## config.mk

```make
export PLATFORM = sky130hd
export DESIGN_NAME = digit_scan_convert
export DESIGN_NICKNAME = d
export VERILOG_FILES = /design/src/rtl/digit_scan_convert.sv
export SDC_FILE = /design/constraint.sdc
export NUM_CORES = 1
export LEC_CHECK = 0
export CAP_MARGIN = 20
export CORE_UTILIZATION = 45
export DETAILED_ROUTE_END_ITERATION = 8
export GPL_TIMING_DRIVEN = 0
export PLACE_DENSITY = 0.73
export SYNTH_ARGS = -nofsm -noshare
export SYNTH_HDL_FRONTEND = slang
export SYNTH_SLANG_ARGS = --single-unit
```

## constraint.sdc

```tcl
create_clock -name Clk -period 2.6 [get_ports Clk]
set_clock_uncertainty 0.2 [all_clocks]
set_input_delay 0.39 -clock Clk [delete_from_list [all_inputs] [get_ports Clk]]
set_output_delay 0.39 -clock Clk [all_outputs]
set_load 0.03 [all_outputs]
```

## src/rtl/digit_scan_convert.sv

```systemverilog
// Scans a DEPTH x WIDTH register file through an external port, counting ASCII
// digits and optionally rewriting each digit in place as its binary value.
module digit_scan_convert #(
  parameter int DEPTH  = 16,
  parameter int WIDTH  = 8,
  parameter int ADDR_W = 4
) (
  input  logic              Clk,
  input  logic              Rst,
  input  logic              go,
  input  logic [1:0]        mode,
  output logic [ADDR_W-1:0] mem_addr,
  output logic              mem_rd_en,
  input  logic [WIDTH-1:0]  mem_rd_data,
  output logic              mem_wr_en,
  output logic [WIDTH-1:0]  mem_wr_data,
  output logic              busy,
  output logic              done,
  output logic [ADDR_W:0]   count,
  output logic [ADDR_W+3:0] sum
);

  typedef enum logic [2:0] {
    IDLE = 3'd0,
    RD   = 3'd1,
    WAIT = 3'd2,
    EVAL = 3'd3,
    WR   = 3'd4,
    DONE = 3'd5
  } state_t;

  localparam logic [ADDR_W-1:0] LAST_IDX = ADDR_W'(DEPTH - 1);
  localparam logic [WIDTH-1:0]  CH_0     = WIDTH'(8'h30);
  localparam logic [WIDTH-1:0]  CH_9     = WIDTH'(8'h39);
  localparam logic [WIDTH-1:0]  CH_UA    = WIDTH'(8'h41);
  localparam logic [WIDTH-1:0]  CH_UF    = WIDTH'(8'h46);
  localparam logic [WIDTH-1:0]  CH_LA    = WIDTH'(8'h61);
  localparam logic [WIDTH-1:0]  CH_LF    = WIDTH'(8'h66);

  state_t              state_r;
  state_t              next_s;
  logic [ADDR_W-1:0]   idx_r;
  logic [WIDTH-1:0]    temp_r;
  logic [1:0]          mode_r;
  logic [ADDR_W:0]     count_r;
  logic [ADDR_W+3:0]   sum_r;
  logic                busy_r;
  logic                done_r;

  logic                is_dec_s;
  logic                is_hex_s;
  logic                is_digit_s;
  logic                convert_s;
  logic                last_s;
  logic [3:0]          val_s;

  // Full-width compares, so any set upper bit disqualifies the entry.
  assign is_dec_s   = (temp_r >= CH_0) && (temp_r <= CH_9);
  assign is_hex_s   = ((temp_r >= CH_UA) && (temp_r <= CH_UF)) ||
                      ((temp_r >= CH_LA) && (temp_r <= CH_LF));
  assign is_digit_s = is_dec_s || ((mode_r == 2'b10) && is_hex_s);
  assign convert_s  = (mode_r == 2'b01) || (mode_r == 2'b10);
  assign last_s     = (idx_r == LAST_IDX);
  // Letters A-F/a-f carry 1..6 in the low nibble, hence the +9.
  assign val_s      = is_dec_s ? temp_r[3:0] : (temp_r[3:0] + 4'd9);

  assign busy  = busy_r;
  assign done  = done_r;
  assign count = count_r;
  assign sum   = sum_r;

  // State register.
  always_ff @(posedge Clk) begin
    if (Rst) begin
      state_r <= IDLE;
    end else begin
      state_r <= next_s;
    end
  end

  // Next-state decode and memory port strobes, gated off during reset.
  always_comb begin
    next_s      = state_r;
    mem_addr    = idx_r;
    mem_rd_en   = 1'b0;
    mem_wr_en   = 1'b0;
    mem_wr_data = {{(WIDTH-4){1'b0}}, val_s};
    case (state_r)
      IDLE: begin
        if (go) next_s = RD;
        else    next_s = IDLE;
      end
      RD: begin
        mem_rd_en = ~Rst;
        next_s    = WAIT;
      end
      WAIT: next_s = EVAL;
      EVAL: begin
        if (is_digit_s && convert_s) next_s = WR;
        else if (last_s)             next_s = DONE;
        else                         next_s = RD;
      end
      WR: begin
        mem_wr_en = ~Rst;
        if (last_s) next_s = DONE;
        else        next_s = RD;
      end
      DONE: begin
        if (go) next_s = RD;
        else    next_s = DONE;
      end
      default: next_s = IDLE;
    endcase
  end

  // Index, latched data/mode, totals and status flags.
  always_ff @(posedge Clk) begin
    if (Rst) begin
      idx_r   <= '0;
      temp_r  <= '0;
      mode_r  <= 2'b00;
      count_r <= '0;
      sum_r   <= '0;
      busy_r  <= 1'b0;
      done_r  <= 1'b0;
    end else begin
      busy_r <= (next_s == RD) || (next_s == WAIT) || (next_s == EVAL) || (next_s == WR);
      done_r <= (next_s == DONE);
      case (state_r)
        IDLE, DONE: begin
          if (go) begin
            idx_r   <= '0;
            count_r <= '0;
            sum_r   <= '0;
            mode_r  <= mode;
          end
        end
        WAIT: temp_r <= mem_rd_data;
        EVAL: begin
          if (is_digit_s) begin
            count_r <= count_r + {{ADDR_W{1'b0}}, 1'b1};
            sum_r   <= sum_r + {{ADDR_W{1'b0}}, val_s};
          end
          if (next_s == RD) idx_r <= idx_r + {{(ADDR_W-1){1'b0}}, 1'b1};
        end
        WR: begin
          if (next_s == RD) idx_r <= idx_r + {{(ADDR_W-1){1'b0}}, 1'b1};
        end
        default: ;
      endcase
    end
  end

endmodule

```

**Word level (Yosys, flattened, before mapping)**

Index checks and enable logic that the tools add are counted.

- Register bits after elaboration: 32
- Output and inout port bits: 29
- Input port bits: 13
- Word-level logic and storage cells: 71

- Mux-type cells: 17
- Add/sub/neg operators: 4
- Bitwise logic cells: 1
- Equality and inequality tests: 16
- Reductions and logical operators: 19
- Order comparisons: 6

Operators by type and width:

| cell | number |
|---|---|
| 3-bit case mux with 6 select lines | 1 |
| 8-bit by 7-bit greater-or-equal comparator with 1-bit output (second input constant) | 2 |
| 8-bit by 7-bit <= comparator with 1-bit output (second input constant) | 2 |
| 8-bit 2-to-1 mux | 2 |
| 8-bit case mux with 2 select lines | 1 |
| 3-bit by 2-bit equality test with 1-bit output (second input constant) | 4 |
| 3-bit equality test (second input constant) | 4 |
| 4-bit 2-to-1 mux | 3 |
| 5-bit 2-to-1 mux | 2 |
| 5-bit case mux with 2 select lines | 1 |
| 3-bit 2-to-1 mux | 3 |
| 8-bit by 4-bit adder with 8-bit output | 1 |
| 8-bit by 6-bit greater-or-equal comparator with 1-bit output (second input constant) | 1 |
| 8-bit by 6-bit <= comparator with 1-bit output (second input constant) | 1 |
| 4-bit case mux with 2 select lines | 1 |
| 3-bit by 1-bit equality test with 1-bit output (second input constant) | 2 |
| 1-bit logical OR | 6 |
| 3-bit AND reduction | 2 |
| 5-bit by 1-bit adder with 5-bit output (second input constant) | 1 |
| 1-bit logical AND | 5 |
| 4-bit by 1-bit adder with 4-bit output (second input constant) | 1 |
| 4-bit adder (second input constant) | 1 |
| 4-bit equality test (second input constant) | 1 |
| 2-bit inequality test (second input constant) | 2 |
| 9 further kinds | 13 |

**Depth between registers and ports, before layout**

Gate-level depths: netlist (run 1).

- Word-level depth: 12
- Mapped depth: 12
- Mapped depth without buffers: 12

**Worst setup path after synthesis (run 1)**

OpenSTA, ideal clock, no wires.

- Path kind: register to register
- Start point: register temp_r[0]
- End point: register sum_r[2], in the netlist sum[2]
- Setup time: 67 ps
- Arrival: 2984 ps
- Stages on the path, launching flop included: 11
- Path slack: -651 ps
- Period minus slack after synthesis: 3251 ps
- Path buffers: 0
- Required time: 2333 ps
- Cell sequence: dfxtp_1 > inv_1 > ha_1 > o21bai_4 > a2111o_1 > o21ai_1 > inv_1 > fa_1 > xor2_1 > or4_4 > a21oi_2

- Elaborated cells between the ends (all ways): 19
- Those cells by class: add/sub (2); order compare (6); eq/ne (1); mux (3); reduce/logical (7)

RTL lines:

| item | RTL line | RTL |
|---|---|---|
| start, declared | 43 | `logic [WIDTH-1:0] temp_r;` |
| start signal, assigned | 138 | `WAIT: temp_r <= mem_rd_data;` |
| 8-bit by 6-bit greater-or-equal comparator with 1-bit output / 8-bit by 6-bit <= comparator with 1-bit output (equally long branches) | 58 | `assign is_dec_s = (temp_r >= CH_0) && (temp_r <= CH_9);` |
| 1-bit logical AND | 58 |  |
| 4-bit 2-to-1 mux (*) | 65 | `assign val_s = is_dec_s ? temp_r[3:0] : (temp_r[3:0] + 4'd9);` |
| named net mem_wr_data[1] | 16 | `output logic [WIDTH-1:0] mem_wr_data,` |
| 8-bit by 4-bit adder with 8-bit output (*) | 142 | `sum_r <= sum_r + {{ADDR_W{1'b0}}, val_s};` |
| 8-bit 2-to-1 mux (*) | 140 | `if (is_digit_s) begin` |
| 8-bit case mux with 2 select lines (*) | 129 | `case (state_r)` |
| end signal, assigned | 142 |  |
| end, declared | 46 | `logic [ADDR_W+3:0] sum_r;` |

The timed path passes the listed nets; every way through them passes the cells marked *. The select of a mux whose other input is x is not followed.
A chain may end at the register's enable or synchronous reset.

**Worst setup path after layout (run 1)**

- Start point: register temp_r[1]
- End point: register sum_r[7], in the netlist sum[7]

- Cells in the longest elaborated chain, start to end: 7
- Elaborated cells between the ends (all ways): 19
- Those cells by class: add/sub (2); order compare (6); eq/ne (1); mux (3); reduce/logical (7)

Ends and longest elaborated chain:

| item |
|---|
| branches (longest 7 deep; another with 8-bit by 6-bit greater-or-equal comparator with 1-bit output) |

Parallel ways; which one is timed is not known. The select of a mux whose other input is x is not followed.

==> results.sh, run 1 <==
export IMPL_status="complete, but fails checks"
export IMPL_failed_checks="negative setup slack"
export IMPL_ff2ff_path_depth=12
export IMPL_synth_area_sq_um=1860
export IMPL_leakagePower_uw=0.000956
export IMPL_drc=0
export IMPL_max_slew_margin=0.437
export IMPL_rows=23
export IMPL_overflow=0
export IMPL_yosys_register_bits=32
export IMPL_worstPathArrival_ns=2.80
export IMPL_dpl_hpwl_microns=3180
export IMPL_clk_pin_slew_ns=0.07
export IMPL_post_route_min_period_ns=2.78
export IMPL_r2r_start="temp_r[1]"
export IMPL_fp_dieH_microns=66.3
export IMPL_clk_latency_ns=0.29
export IMPL_grt_max_degree=11
export IMPL_maxCapViolCount=0
export IMPL_hold_ws_ns=0.267
export IMPL_required_ns=2.62
export IMPL_ys_async_sr_fraction=0
export IMPL_r2r_end="sum[7]"
export IMPL_yosysMostFrequentCell="dfxtp_1"
export IMPL_fmax_ghz=0.360
export IMPL_syn2layout_area_growth_pct=44.0
export IMPL_min_from="mode_r[0]"
export IMPL_synthTopCellsByCount="dfxtp_1, nand2_1, a21oi_1, nor2_1, nand3_1"
export IMPL_synth_area_leader_cell="dfxtp_1"
export IMPL_finalWirelength_microns=4490
export IMPL_num_vias=1810
export IMPL_postRouteAntennaNets=0
export IMPL_crit_start="temp_r[1]"
export IMPL_crit_type="register to register"
export IMPL_gp_congestion=0.837
export IMPL_ys_top_cells_by_area="dfxtp_1, ha_1, nand2_1"
export IMPL_port_buffers=37
export IMPL_ys_types=50
export IMPL_rsz0062_at_grt="true"
export IMPL_cp_start_kind="register"
export IMPL_crit_path_end_kind="register"
export IMPL_p_per_area_nw_per_um2=452
export IMPL_setup_viol=6
export IMPL_cp_endpoint="sum[7]"
export IMPL_nNetsFinal=304
export IMPL_fin_util=0.671
export IMPL_final_max_slew_viol_count=0
export IMPL_min_path_type="register to register"
export IMPL_h_tree_depth=2
export IMPL_diodes=0
export IMPL_viasPerCell=5.47
export IMPL_grt_pass1_wl_microns=7640
export IMPL_die_w_microns=66.3
export IMPL_synth_edf_count=0
export IMPL_r2r_setup_slack_ns=-0.18
export IMPL_tightest_slew_ns=0.839
export IMPL_cts_sinks=32
export IMPL_drtIter0Drc=102
export IMPL_numCtsBuffers=5
export IMPL_crit_fanout=5
export IMPL_timing_final_ws_setup_ns=-0.175
export IMPL_start_util=0.466
export IMPL_synth_flop_cell="dfxtp_1"
export IMPL_pin_count=42
export IMPL_cts_hold_buffers=0
export IMPL_cts_root_buffer="clkbuf_8"
export IMPL_ir_worst_vdd_mv=0.308
export IMPL_final_layout_size_suffix_gt1_frac=0.246
export IMPL_tritoncts="built"
export IMPL_syn_mean_instance_area_sq_um=8.59
export IMPL_hold_violations=0
export IMPL_grtUsageTotal=0.228
export IMPL_synth_top_area_frac=0.344
export IMPL_placeableCoreArea_sq_um=4000
export IMPL_yosysSeqAreaShare=0.344
export IMPL_antenna_found_initial=0
export IMPL_drt_wirelength_per_cell_microns=13.6
export IMPL_dieArea_sq_um=4400
export IMPL_clockBufferDepth=2
export IMPL_yosys_warnings=0
export IMPL_dr_pass1_iters=4
export IMPL_synthCells=217
export IMPL_grt_pass1_vias=1674
export IMPL_period_share=1.07
[worst max-delay path: stages (launching register included)]
cell	delay, ns
dfxtp_2	0.34
inv_4	0.08
ha_4	0.14
o21bai_4	0.08
a2111o_1	0.49
nand2_2	0.15
xnor2_4	0.09
ha_4	0.31
nand2_2	0.05
o21ai_2	0.16
nand4_1	0.14
a2111o_1	0.41
o21ai_1	0.08
[sequential cells by signal, summed over array words and instances, names as in the netlist]
signal,count
done,1
count,5
temp_r,8
busy,1
mem_addr,4
sum,8
state_r,3
mode_r,2
[per-layer routing]
| layer | vias up | track usage | wire [microns] |
|---|---|---|---|
| met5 | - | 0 | 0 |
| met4 | 0 | 0.0824 | 74 |
| met3 | 9 | 0.0552 | 187 |
| met2 | 43 | 0.376 | 2120 |
| met1 | 850 | 0.286 | 2110 |
| li1 | 908 | - | - |
[stage by stage]
stage                     std cells  instance area (sq um)  setup WS, ns  power (uW)  setup TNS, ns
after global routing            331                   2680        -0.283        1280          -1.46
after floorplan                 220                   2000        -0.310         718         -0.911
after global placement          307                   2440        -0.338         789          -1.79
after CTS                       326                   2630        -0.212        1210         -0.882
final                           331                   2680        -0.175        1210         -0.755
after detailed placement        307                   2440        -0.349         794          -1.76
[cell usage in the layout, fill, tap and decap left out, types with 6 or more instances in the layout]
cell type | netlist | routed
a21oi_1 | 17 | 15
nor3_1 | 6 | 6
clkbuf_8 | 0 | 6
nand2_1 | 25 | 20
buf_4 | 4 | 19
dfxtp_1 | 32 | 30
inv_1 | 10 | 6
nor2_1 | 14 | 14
clkdlybuf4s50_1 | 0 | 31
mux2i_1 | 8 | 8
a2111o_1 | 7 | 7
nand3_1 | 11 | 11
[how the worst min path moves through the flow]
| stage | to | slack (ns) | cells after the start |
|---|---|---|---|
| final | mode_r[0] | 0.27 | 2 |
| after global routing | mode_r[1] | 0.29 | 2 |
| after CTS | mode_r[0] | 0.27 | 2 |
| after detailed placement | mode_r[0] | 0.26 | 2 |
| after global placement | mode_r[0] | 0.25 | 2 |
| after floorplan | mode_r[0] | 0.24 | 2 |
[where the power goes]
| part | switching, uW | internal [uW] | leakage, uW |
|---|---|---|---|
| registers | 21.6 | 509 | 0.000261 |
| clock network | 196 | 211 | 0.0000510 |
| logic | 153 | 122 | 0.000645 |
| total | 371 | 842 | 0.000956 |
[timing repair]
action / CTS / global route
pin swaps: 25 / 9
endpoints found under the setup margin: 12 / 10
gates resized for setup: 28 / 7
setup buffers: 11 / 5
[area by class of cell]
| class | count | area [sq um] |
|---|---|---|
| tap | 50 | 62.6 |
| multi-input combinational | 165 | 1280 |
| clock buffer | 6 | 82.6 |
| sequential | 32 | 646 |
| fill | 360 | 1320 |
| clock inverter | 2 | 10.0 |
| timing repair buffer | 53 | 490 |
| inverter | 11 | 46.3 |
| buffer | 12 | 62.6 |
[cell families (layout without fill, tap and decap cells)]
group | count (synthesis) | after routing | share of synthesized area
muxes | 8 | 8 | 0.0430
buffers and inverters | 23 | 84 | 0.0557
adders and majority gates | 11 | 11 | 0.0779
DFF | 32 | 32 | 0.344
and+or+nand+nor | 77 | 77 | 0.208
AOI/OAI and AO/OA | 58 | 58 | 0.237
other | 1 | 4 | 0.00201
xor gates and xnor gates | 7 | 7 | 0.0329
Note: power is estimated with default switching activity, not from simulation.
==> run 2: changes to the inputs <==
- PLACE_DENSITY: 0.73 -> 0.84
==> run 2 against run 1 <==
Against the previous run:
- the flow still finishes with violations (negative setup slack)
- final area up 0.61%
- combinational power about the same
- hold slack worse by 0.0038 ns
- first-iteration DRC count up 46%
- clock power down 2%
- maximum frequency down 1.4%
- global-route usage down 0.55 points
- utilization up 0.41 points
- setup slack worse by 0.040 ns
- critical path depth down 1
- sequential power about the same
- non-clock buffer count unchanged
- critical path type unchanged
- critical endpoint is now sum[2]
- highest routed layer unchanged
==> results.sh, run 2 (synthesis gave the netlist of run 1 again) <==
export IMPL_status="complete, but fails checks"
export IMPL_failed_checks="negative setup slack"
export IMPL_dr_pass1_iters=5
export IMPL_grt_pass1_vias=1650
export IMPL_antenna_found_initial=0
export IMPL_p_per_area_nw_per_um2=447
export IMPL_rows=23
export IMPL_fillers=327
export IMPL_drt_wirelength_per_cell_microns=13.8
export IMPL_setup_viol=8
export IMPL_tightest_slew_ns=0.896
export IMPL_tritoncts="built"
export IMPL_placeableCoreArea_sq_um=4000
export IMPL_layout_commonest_cell="clkdlybuf4s50_1"
export IMPL_cts_root_buffer="clkbuf_8"
export IMPL_grt_pass1_wl_microns=7410
export IMPL_crit_fanout=4
export IMPL_crit_path_end_kind="register"
export IMPL_clk_pin_slew_ns=0.07
export IMPL_start_util=0.466
export IMPL_grtUsageTotal=0.223
export IMPL_post_route_min_period_ns=2.82
export IMPL_port_buffers=37
export IMPL_overflow=0
export IMPL_die_w_microns=66.3
export IMPL_worstPathArrival_ns=2.84
export IMPL_cp_start_kind="register"
export IMPL_seq_area_sq_um=646
export IMPL_fp_dieH_microns=66.3
export IMPL_hold_violations=0
export IMPL_grt_max_degree=11
export IMPL_nNetsFinal=304
export IMPL_fin_util=0.675
export IMPL_timing_final_ws_setup_ns=-0.215
export IMPL_pin_count=42
export IMPL_fmax_ghz=0.355
export IMPL_leakagePower_uw=0.000951
export IMPL_layout_cells_non_filler=331
export IMPL_final_max_slew_viol_count=0
export IMPL_diodes=0
export IMPL_drc=0
export IMPL_gp_congestion=0.857
export IMPL_crit_type="register to register"
export IMPL_min_path_type="register to register"
export IMPL_multi_input_area_sq_um=1290
export IMPL_maxCapViolCount=0
export IMPL_cts_sinks=32
export IMPL_dieArea_sq_um=4400
export IMPL_clockBufferDepth=2
export IMPL_postRouteAntennaNets=0
export IMPL_max_slew_margin=0.400
export IMPL_ir_worst_vdd_mv=0.278
export IMPL_h_tree_depth=2
export IMPL_finalWirelength_microns=4560
export IMPL_hold_ws_ns=0.264
export IMPL_syn2layout_area_growth_pct=44.9
export IMPL_rsz0062_at_grt="true"
export IMPL_viasPerCell=5.36
export IMPL_period_share=1.08
export IMPL_final_cell_mix="clkdlybuf4s50_1, dfxtp_1, nand2_1"
export IMPL_final_layout_size_suffix_gt1_frac=0.238
export IMPL_required_ns=2.62
export IMPL_r2r_setup_slack_ns=-0.22
export IMPL_clk_latency_ns=0.28
export IMPL_numCtsBuffers=5
export IMPL_dpl_hpwl_microns=3110
export IMPL_dp_cells=307
export IMPL_drtIter0Drc=149
export IMPL_num_vias=1775
-- run 2: cell count changes in the layout (fill, tap and decap cells not counted), sizes merged --
cell | before | now
clkinv | 2 | 0
clkbuf | 10 | 12
-- run 2: critical path, stage by stage, from the launching register on --
cell,delay [ns]
dfxtp_4,0.37
inv_4,0.07
ha_4,0.14
o21bai_4,0.07
a2111oi_4,0.40
xnor2_2,0.18
ha_2,0.23
inv_2,0.04
fa_2,0.36
xor2_1,0.16
or4_4,0.41
a21oi_2,0.13
-- run 2: where the power goes --
part | total [uW] | switching, uW | leakage (uW) | internal (uW)
registers | 531 | 21.9 | 0.000261 | 509
logic | 278 | 156 | 0.000645 | 122
clock network | 397 | 181 | 0.0000455 | 216
total | 1210 | 359 | 0.000951 | 847
-- run 2: repair_timing --
item	in CTS	in global routing
buffers inserted	9	7
pin swaps	13	10
resized for setup	23	17
endpoints found under the setup margin	12	10
hold buffers	0	0
-- run 2: stage by stage --
step / cell area, sq um / total power, uW / setup TNS [ns] / setup slack, ns
global placement: 2440 / 786 / -1.63 / -0.323
global route: 2700 / 1260 / -1.70 / -0.310
floorplan: 2000 / 718 / -0.911 / -0.310
CTS: 2600 / 1190 / -0.707 / -0.203
finish: 2700 / 1210 / -0.920 / -0.215
detailed placement: 2440 / 791 / -1.83 / -0.352
-- run 2: worst paths after layout --
path	from	end	cells after the start
max	temp_r[0]	sum[2]	11
min	mode_r[0]	mode_r[0]	2
max reg2reg	temp_r[0]	sum[2]	11
min reg2reg	mode_r[0]	mode_r[0]	2
-- run 2: routing by layer --
layer  global-route usage  share of wire
met3               0.0603          0.042
met4               0.0718          0.015
met5                    0              0
met1                0.265           0.44
met2                0.384           0.50
-- run 2: final cells by class --
type,instances,share of cell area
well taps,50,0.0232
flip-flops and latches,32,0.239
clock buffers,8,0.0334
multi-input cells,165,0.479
plain buffers,12,0.0232
repair buffers,53,0.185
inverters,11,0.0172
==> run 3: changes to the inputs <==
- SLEW_MARGIN: not set -> 20
==> results of run 3 <==
No change in the layout: final DEF, timing and power equal those of run 2.
